## config.mk

```make
export PLATFORM = sky130hd
export DESIGN_NAME = spi_host
export DESIGN_NICKNAME = d
export VERILOG_FILES = /design/src/rtl/spi_pkg.sv /design/src/rtl/spi_tick_gen.sv /design/src/rtl/spi_host.sv
export SDC_FILE = /design/constraint.sdc
export NUM_CORES = 1
export LEC_CHECK = 0
export BUFFER_PORTS_ARGS = -buffer_cell sky130_fd_sc_hd__buf_2
export CORE_ASPECT_RATIO = 1.2
export CORE_MARGIN = 2
export CORE_UTILIZATION = 40
export DETAILED_ROUTE_END_ITERATION = 8
export SLEW_MARGIN = 20
export SYNTH_ARGS = -nofsm -noshare
export SYNTH_HDL_FRONTEND = slang
export SYNTH_HIERARCHICAL = 1
export SYNTH_SLANG_ARGS = --single-unit
```

## constraint.sdc

```tcl
create_clock -name i_clk -period 3.9 [get_ports i_clk]
set_clock_uncertainty 0.2 [all_clocks]
set_input_delay 0.195 -clock i_clk [delete_from_list [all_inputs] [get_ports i_clk]]
set_output_delay 0.195 -clock i_clk [all_outputs]
set_load 0.02 [all_outputs]
```

## src/rtl/spi_pkg.sv

```systemverilog
// rtl/spi_pkg.sv - shared frame constants, state encoding and frame builder for the SPI host
package spi_pkg;

    localparam int SPI_FRAME_BITS  = 16;
    localparam int SPI_RD_BIT      = 15;
    localparam int SPI_ADDR_W      = 7;
    localparam int SPI_DATA_W      = 8;
    // Each frame bit costs two half-periods: one rising and one falling SCK edge.
    localparam int SPI_SHIFT_TICKS = 2 * SPI_FRAME_BITS;

    typedef enum logic [2:0] {
        IDLE,
        SETUP,
        SHIFT,
        HOLD,
        GAP
    } spi_state_e;

    // Register-access frame {rd, addr, data}; reads drive zero in the data field.
    function automatic logic [SPI_FRAME_BITS-1:0] spi_frame(
        input logic                  rd,
        input logic [SPI_ADDR_W-1:0] addr,
        input logic [SPI_DATA_W-1:0] data
    );
        return {rd, addr, (rd ? {SPI_DATA_W{1'b0}} : data)};
    endfunction

endpackage

```

## src/rtl/spi_tick_gen.sv

```systemverilog
// rtl/spi_tick_gen.sv - SCK half-period tick generator
//
// Ports:
//   clk_i   system clock
//   rst_ni  asynchronous active-low reset
//   en_i    count enable
//   clr_i   synchronous clear of the counter (wins over en_i)
//   tick_o  one-cycle pulse on the last cycle of every CLK_DIV-cycle half-period
module spi_tick_gen #(
    parameter int CLK_DIV = 4
) (
    input  logic clk_i,
    input  logic rst_ni,
    input  logic en_i,
    input  logic clr_i,
    output logic tick_o
);

    localparam int              CW   = $clog2(CLK_DIV);
    localparam logic [CW-1:0]   LAST = CW'(CLK_DIV - 1);

    logic [CW-1:0] cnt_q, cnt_d;

    always_comb begin
        cnt_d = cnt_q;
        if (clr_i) begin
            cnt_d = '0;
        end else if (en_i) begin
            cnt_d = (cnt_q == LAST) ? '0 : cnt_q + 1'b1;
        end
    end

    assign tick_o = en_i && !clr_i && (cnt_q == LAST);

    always_ff @(posedge clk_i or negedge rst_ni) begin
        if (!rst_ni) begin
            cnt_q <= '0;
        end else begin
            cnt_q <= cnt_d;
        end
    end

endmodule

```

## src/rtl/spi_host.sv

```systemverilog
// rtl/spi_host.sv - SPI mode-0 initiator issuing 16-bit register-access frames
//
// Ports:
//   i_clk, i_reset_n         system clock, asynchronous active-low reset
//   i_start, i_rd            transaction request (sampled in IDLE), read/write select
//   i_addr, i_wdata          register address and write data, latched at acceptance
//   o_busy, o_done           transaction in progress, one-cycle completion pulse
//   o_rdata                  byte returned by the last read
//   o_spi_cs_n, o_spi_sck    chip select (active low), serial clock (idles low)
//   o_spi_mosi, i_spi_miso   serial data out / in, MSB first
module spi_host
    import spi_pkg::*;
#(
    parameter int CLK_DIV = 4,
    parameter int CS_GAP  = 2
) (
    input  logic                  i_clk,
    input  logic                  i_reset_n,
    input  logic                  i_start,
    input  logic                  i_rd,
    input  logic [SPI_ADDR_W-1:0] i_addr,
    input  logic [SPI_DATA_W-1:0] i_wdata,
    output logic                  o_busy,
    output logic                  o_done,
    output logic [SPI_DATA_W-1:0] o_rdata,
    output logic                  o_spi_cs_n,
    output logic                  o_spi_sck,
    output logic                  o_spi_mosi,
    input  logic                  i_spi_miso
);

    localparam int            CNT_W     = 8;
    localparam logic [CNT_W-1:0] SHIFT_LAST = CNT_W'(SPI_SHIFT_TICKS - 1);
    localparam logic [CNT_W-1:0] GAP_LAST   = CNT_W'(CS_GAP - 1);

    spi_state_e                  state_q;
    logic [SPI_FRAME_BITS-2:0]   tx_q;      // frame bits still to send; bit 15 goes straight to MOSI
    logic [SPI_DATA_W-1:0]       rx_q;      // last 8 MISO samples = read data at frame end
    logic [CNT_W-1:0]            cnt_q;     // tick count within SHIFT or GAP
    logic                        rd_q;
    logic                        busy_q, done_q, cs_n_q, sck_q, mosi_q;
    logic [SPI_DATA_W-1:0]       rdata_q;
    logic [SPI_FRAME_BITS-1:0]   frame_w;
    logic                        tick;

    assign frame_w = spi_frame(i_rd, i_addr, i_wdata);

    spi_tick_gen #(
        .CLK_DIV (CLK_DIV)
    ) u_tick (
        .clk_i  (i_clk),
        .rst_ni (i_reset_n),
        .en_i   (state_q != IDLE),
        .clr_i  (state_q == IDLE),
        .tick_o (tick)
    );

    always_ff @(posedge i_clk or negedge i_reset_n) begin
        if (!i_reset_n) begin
            state_q <= IDLE;
            tx_q    <= '0;
            rx_q    <= '0;
            cnt_q   <= '0;
            rd_q    <= 1'b0;
            busy_q  <= 1'b0;
            done_q  <= 1'b0;
            cs_n_q  <= 1'b1;
            sck_q   <= 1'b0;
            mosi_q  <= 1'b0;
            rdata_q <= '0;
        end else begin
            done_q <= 1'b0;
            case (state_q)
                IDLE: begin
                    if (i_start) begin
                        tx_q    <= frame_w[SPI_FRAME_BITS-2:0];
                        mosi_q  <= frame_w[SPI_RD_BIT];
                        rd_q    <= i_rd;
                        busy_q  <= 1'b1;
                        cs_n_q  <= 1'b0;
                        cnt_q   <= '0;
                        state_q <= SETUP;
                    end
                end
                SETUP: begin
                    if (tick) begin
                        state_q <= SHIFT;
                    end
                end
                SHIFT: begin
                    if (tick) begin
                        sck_q <= ~sck_q;
                        if (!sck_q) begin
                            // Rising edge: slave data has been stable since the previous falling edge.
                            rx_q <= {rx_q[SPI_DATA_W-2:0], i_spi_miso};
                        end else begin
                            // Falling edge: present the next bit; the final one shifts out a zero.
                            mosi_q <= tx_q[SPI_FRAME_BITS-2];
                            tx_q   <= {tx_q[SPI_FRAME_BITS-3:0], 1'b0};
                        end
                        if (cnt_q == SHIFT_LAST) begin
                            cnt_q   <= '0;
                            state_q <= HOLD;
                        end else begin
                            cnt_q <= cnt_q + 1'b1;
                        end
                    end
                end
                HOLD: begin
                    if (tick) begin
                        cs_n_q <= 1'b1;
                        mosi_q <= 1'b0;
                        if (rd_q) begin
                            rdata_q <= rx_q;
                        end
                        if (CS_GAP == 0) begin
                            done_q  <= 1'b1;
                            busy_q  <= 1'b0;
                            state_q <= IDLE;
                        end else begin
                            state_q <= GAP;
                        end
                    end
                end
                GAP: begin
                    if (tick) begin
                        if (cnt_q == GAP_LAST) begin
                            cnt_q   <= '0;
                            done_q  <= 1'b1;
                            busy_q  <= 1'b0;
                            state_q <= IDLE;
                        end else begin
                            cnt_q <= cnt_q + 1'b1;
                        end
                    end
                end
                default: state_q <= IDLE;
            endcase
        end
    end

    assign o_busy     = busy_q;
    assign o_done     = done_q;
    assign o_rdata    = rdata_q;
    assign o_spi_cs_n = cs_n_q;
    assign o_spi_sck  = sck_q;
    assign o_spi_mosi = mosi_q;

endmodule

```

# --- After elaboration in Yosys (flattened, before gate mapping) ---
# Cells that the tools add are included.
totals:
  ff_bits: 50
  in_bits: 20
  out_inout_bits: 13
  word_cells: 88
op_classes:
  n_addsub: 2
  eq_ne: 15
  n_mux: 37
  n_bitwise: 1
  n_reduce_logical: 21
op_table:
  columns: ["op", "count"]
  rows:
  - ["8-bit 2-to-1 mux", 6]
  - ["15-bit 2-to-1 mux", 3]
  - ["15-bit case mux with 2 select lines", 1]
  - ["8-bit case mux with 3 select lines", 1]
  - ["3-bit 2-to-1 mux", 7]
  - ["2-bit inequality test (second input constant)", 8]
  - ["3-bit case mux with 5 select lines", 1]
  - ["1-bit 2-to-1 mux", 12]
  - ["4-bit AND reduction", 3]
  - ["3-bit AND reduction", 3]
  - ["3-bit nonzero test", 3]
  - ["8-bit by 1-bit adder with 8-bit output (second input constant)", 1]
  - ["8-bit by 1-bit equality test with 1-bit output (second input constant)", 1]
  - ["8-bit by 5-bit equality test with 1-bit output (second input constant)", 1]
  - ["2-bit nonzero test", 4]
  - ["7-bit AND reduction", 1]
  - ["3-bit by 2-bit equality test with 1-bit output (second input constant)", 2]
  - ["2-bit 2-to-1 mux", 3]
  - ["5-bit AND reduction", 1]
  - ["1-bit case mux with 2 select lines", 2]
  - ["2-bit AND reduction", 2]
  - ["3-bit by 1-bit equality test with 1-bit output (second input constant)", 1]
  - ["3-bit equality test (second input constant)", 1]
  - ["3-bit zero test", 1]
  - ["other kinds (6)", 7]

# --- Depth between registers and ports, before layout ---
logic_depth:
  ltp_word: 6
  ltp_mapped: 11
  mapped_depth_nobuf: 8

# --- By module ---
# Netlist, hierarchy kept.
modules_own_cells:
  columns: ["mod", "n_inst", "cells_per_inst", "area_each_um2", "seq_area_each_um2"]
  rows:
  - ["spi_host", 1, 211, 2346.0, 1202.4]
  - ["spi_tick_gen", 1, 10, 107.6, 50.0]

# --- Worst setup path after synthesis ---
# Ideal clock, no wire load.
synth_timing:
  path_kind: "register -> register"
  start: "register state_q[1]"
  end: "register, netlist name cnt_q[2]"
  setup_ns: 0.126
  t_arrival_ns: 2.227
  required_ns: 3.574
  slack_ns: 1.346
  stages_incl_launch_ff: 11
  n_path_buf: 2
  synth_period_minus_slack_ns: 2.554
  path_cell_list: "dfrtp_1 buf_2 nor2_1 nand2_1 inv_1 nor2_1 buf_6 mux2_2 mux2i_2 a211oi_2 a311o_1"
synth_lines:
  columns: ["item", "line_no", "source"]
  rows:
  - ["start, declared", "spi_host.sv:36", "spi_state_e state_q;"]
  - ["start signal, assigned", "spi_host.sv:60", "state_q <= IDLE;"]
  - ["start signal, assigned", "spi_host.sv:82", "state_q <= SETUP;"]
  - ["start signal, assigned", "spi_host.sv:87", "state_q <= SHIFT;"]

==> key figures <==
Logic synthesis
  • Syn nets: 244
  • Mapped Cells: roughly 220
  • Area contributors post-synth: dfrtp_1 50%, mux2_2 8.3%, a21oi_1 5.7%
  • FFs w/ async S/R, synth: 1.000
  • Most common cell in the synthesized netlist: dfrtp_1
  • Synthesized area: 2454 µm²
  • Yosys top cell by area: dfrtp_1
  • EDFF count, synth: 0
  • Yosys reg bits: 50
  • Commonest cells post-synth: 49 x dfrtp_1, 28 x a21oi_1, 21 x nor2_1
  • Sequential area share after synthesis: 0.5105
  • Prevailing post-synth register cell: dfrtp_1
  • Top-area cell type share of the netlist area: 0.4997
  • Syn avg cell area: around 11 µm²
  • Warning count from the yosys run: 6
  • Synth cell types: 53

Pwr
  • Pwr dens: around 320 nW/µm²
  • Lkg Pwr: 0.001340 µW
  • Peak supply drop: between 0.15 and 0.2 mV

Route
  • Pre-Repair DR Iteration Count: 4
  • Vias after detailed routing: approximately 1800
  • Vias per inst: slightly above 5
  • DR DRC count: 0
  • WL/cell: between 10 and 15 µm
  • Antenna-violating nets left: 0
  • Iteration-0 DRC Markers: between 80 and 90
  • Detailed Route WL: between 4000 and 5000 µm

CTS
  • Clock transition at path regs: ~0.090 ns
  • Clock tree root buffer cell: clkbuf_8
  • Clk Latency, worst-skew pair: 0.30 ns
  • Post-CTS Setup Inserts: 0
  • CTS tree: done
  • # clock sinks: 50
  • Num CTS Buffers: 5
  • Number of H-tree levels: 2
  • Clock buffer depth: 2

Finish
  • Layout cell share with drive strength beyond 1: 0.2759
  • Area growth syn-to-layout: 16.98%
  • Fin util: 0.4805
  • Nets: roughly 280
  • Fin area: roughly 2900 µm²
  • Antenna Cells: 0
  • # fillers: approximately 570

Flow run
  • Max Cap Violations: 0

Global route
  • Number of global-route vias before repair: between 1500 and 2000
  • Initial antenna violation count: 0
  • Largest net degree at the start of global routing: just over 50
  • Congestion Overflow GR: 0
  • First-pass GRT wire length: around 8000 µm
  • GRT Resource Usage Total: 0.1488

STA
  • Max Slew Vio Count: 0
  • Fmax: around 320 MHz
  • Unrepaired setup endpoints after global routing: no
  • Setup TNS: 0 ns
  • Final Hold Viols: 0
  • Rel. slew slack: 0.5740
  • Final min period: roughly 3.1 ns
  • Worst-Margin Slew: ~0.64 ns
  • Final worst-path cycle share: 0.8012
  • Final count of negative-setup-slack endpoints: 0
  • Hold Slack: between 0.05 and 0.06 ns
  • Setup ws final: just under 0.8 ns

Floorplanning
  • Die height: 89.80 µm
  • Initial cell density of the core: 0.4108
  • Die area: approximately 6800 µm²
  • I/O pin total: 33
  • Die width: between 70 and 80 µm
  • Core area: around 6000 µm²
  • Num rows: 31

Critical path
  • Cell mode on critical path: nor2_1
  • CP Cell Sequence: nor2_1, nand2_1, inv_1, nor2_1, and2b_1, mux2i_2, or2_1, a221o_1
  • Crit path buf inv count: 1
  • CP peak stage delay: approximately 0.76 ns
  • Crit start category: flop
  • CP max stage cell: dfrtp_1
  • CP required: a little under 4 ns
  • Crit path DAT: around 3.1 ns
  • Setup CP Type: flop to flop
  • Critical path endpoint category: flop
  • Crit-path leading delay family: simple AND/OR/NAND/NOR gates
  • CP Max Fanout: 20

Worst hold path
  • Worst hold-check path type: input port to flop

Place
  • Place WS: between 0.8 and 0.9 ns
  • Gpl congestion: around 0.78
  • HPWL Detailed: ~3000 µm
  • Dpl cell area: 2671 µm²
  • IO buf count: 32

Status
  • Outcome: complete, no violations
[routing by layer]
layer / wire [µm] / GRT usage / up-vias
met5: 0 / 0 / -
met4: 85 / 0.05848 / 0
met3: 148 / 0.03700 / 8
met2: 2126 / 0.2239 / 32
met1: 2218 / 0.2036 / 855
li1: - / - / 873
[state kept, by name (all words and copies together), names as in the netlist]
register,flops
o_spi_cs_n,1
state_q,3
cnt_q,8
o_spi_mosi,1
o_busy,1
u_tick/cnt_q,2
o_spi_sck,1
rd_q,1
rx_q,8
o_done,1
o_rdata,8
tx_q,15
[kinds of logic after synthesis]
family / count (synthesis) / synth area share
AO/OA/AOI/OAI: 56 / 0.1571
XOR/XNOR: 2 / 0.007141
adder cells (fa/ha/maj): 3 / 0.01530
buffers and inverters: 17 / 0.03518
flip-flops: 50 / 0.5105
multiplexers: 28 / 0.1254
AND/OR/NAND/NOR: 65 / 0.1494
[path summary, 6_finish.rpt]
check                                                   end                   start  slack [ns]  depth (start not counted)
worst min register to register       o_rdata[2]$_DFFE_PN0P_  o_rdata[2]$_DFFE_PN0P_        0.31                          1
worst max register to register         cnt_q[6]$_DFFE_PN0P_  state_q[0]$_DFFE_PN0P_        0.78                          8
worst max-delay path                   cnt_q[6]$_DFFE_PN0P_  state_q[0]$_DFFE_PN0P_        0.78                          8
worst min-delay path                     o_busy$_DFFE_PN0P_                 i_start        0.06                          3
max in group asynchronous               tx_q[2]$_DFFE_PN0P_               i_reset_n        2.76                          3
min in group asynchronous       u_tick/cnt_q[1]$_DFFE_PN0P_               i_reset_n        0.32                          3
[cells in the final DEF, fill, tap and decap left out, types with 2 or more instances in the layout]
cell type,instances
and3_1,3
o21ai_0,3
nand2_1,9
o31ai_1,2
nand3_1,3
clkbuf_8,5
buf_4,3
mux2i_1,8
a21oi_1,28
a2111oi_0,2
a22o_1,2
clkinv_2,2
mux2_2,18
dlygate4sd3_1,9
nand2b_1,2
o21a_1,3
ha_1,3
inv_1,5
a211oi_1,2
buf_2,32
a221o_1,4
nor3b_1,8
dfrtp_1,49
nor2_1,21
nor2b_1,2
nor3_1,4
[layout make-up]
class,count,area [µm²],share of cell area
clock buffers,5,68.82,0.02398
clock inverters,3,40.04,0.01395
inverters,5,18.77,0.006539
multi-input cells,154,1115,0.3884
flip-flops and latches,50,1252,0.4364
well taps,82,102.6,0.03575
repair buffers,44,272.8,0.09503
[repair_timing]
item	in CTS	in global routing
gates resized for setup	0	0
hold buffers	9	0
endpoints found under the hold margin	57	0
[worst reg2reg max path: stages, from the launching register on]
cell and delay, ns:
dfrtp_1 0.76, nor2_1 0.19, nand2_1 0.19, inv_1 0.11, nor2_1 0.44, and2b_1 0.26
mux2i_2 0.14, or2_1 0.34, a221o_1 0.38
[per-stage QoR]
stage,power (µW),cells
6_report,925.5,343
5_1_grt,959.9,343
4_1_cts,936.7,343
3_5_place_dp,563.6,326
3_3_place_gp,563.8,326
2_1_floorplan,541.0,221
[where the power goes]
part	internal (µW)	switching (µW)
sequential	522	2.93
clock	189	178
combinational	17.8	16.2
total	729	197
Power figures use the tool's default switching activity.
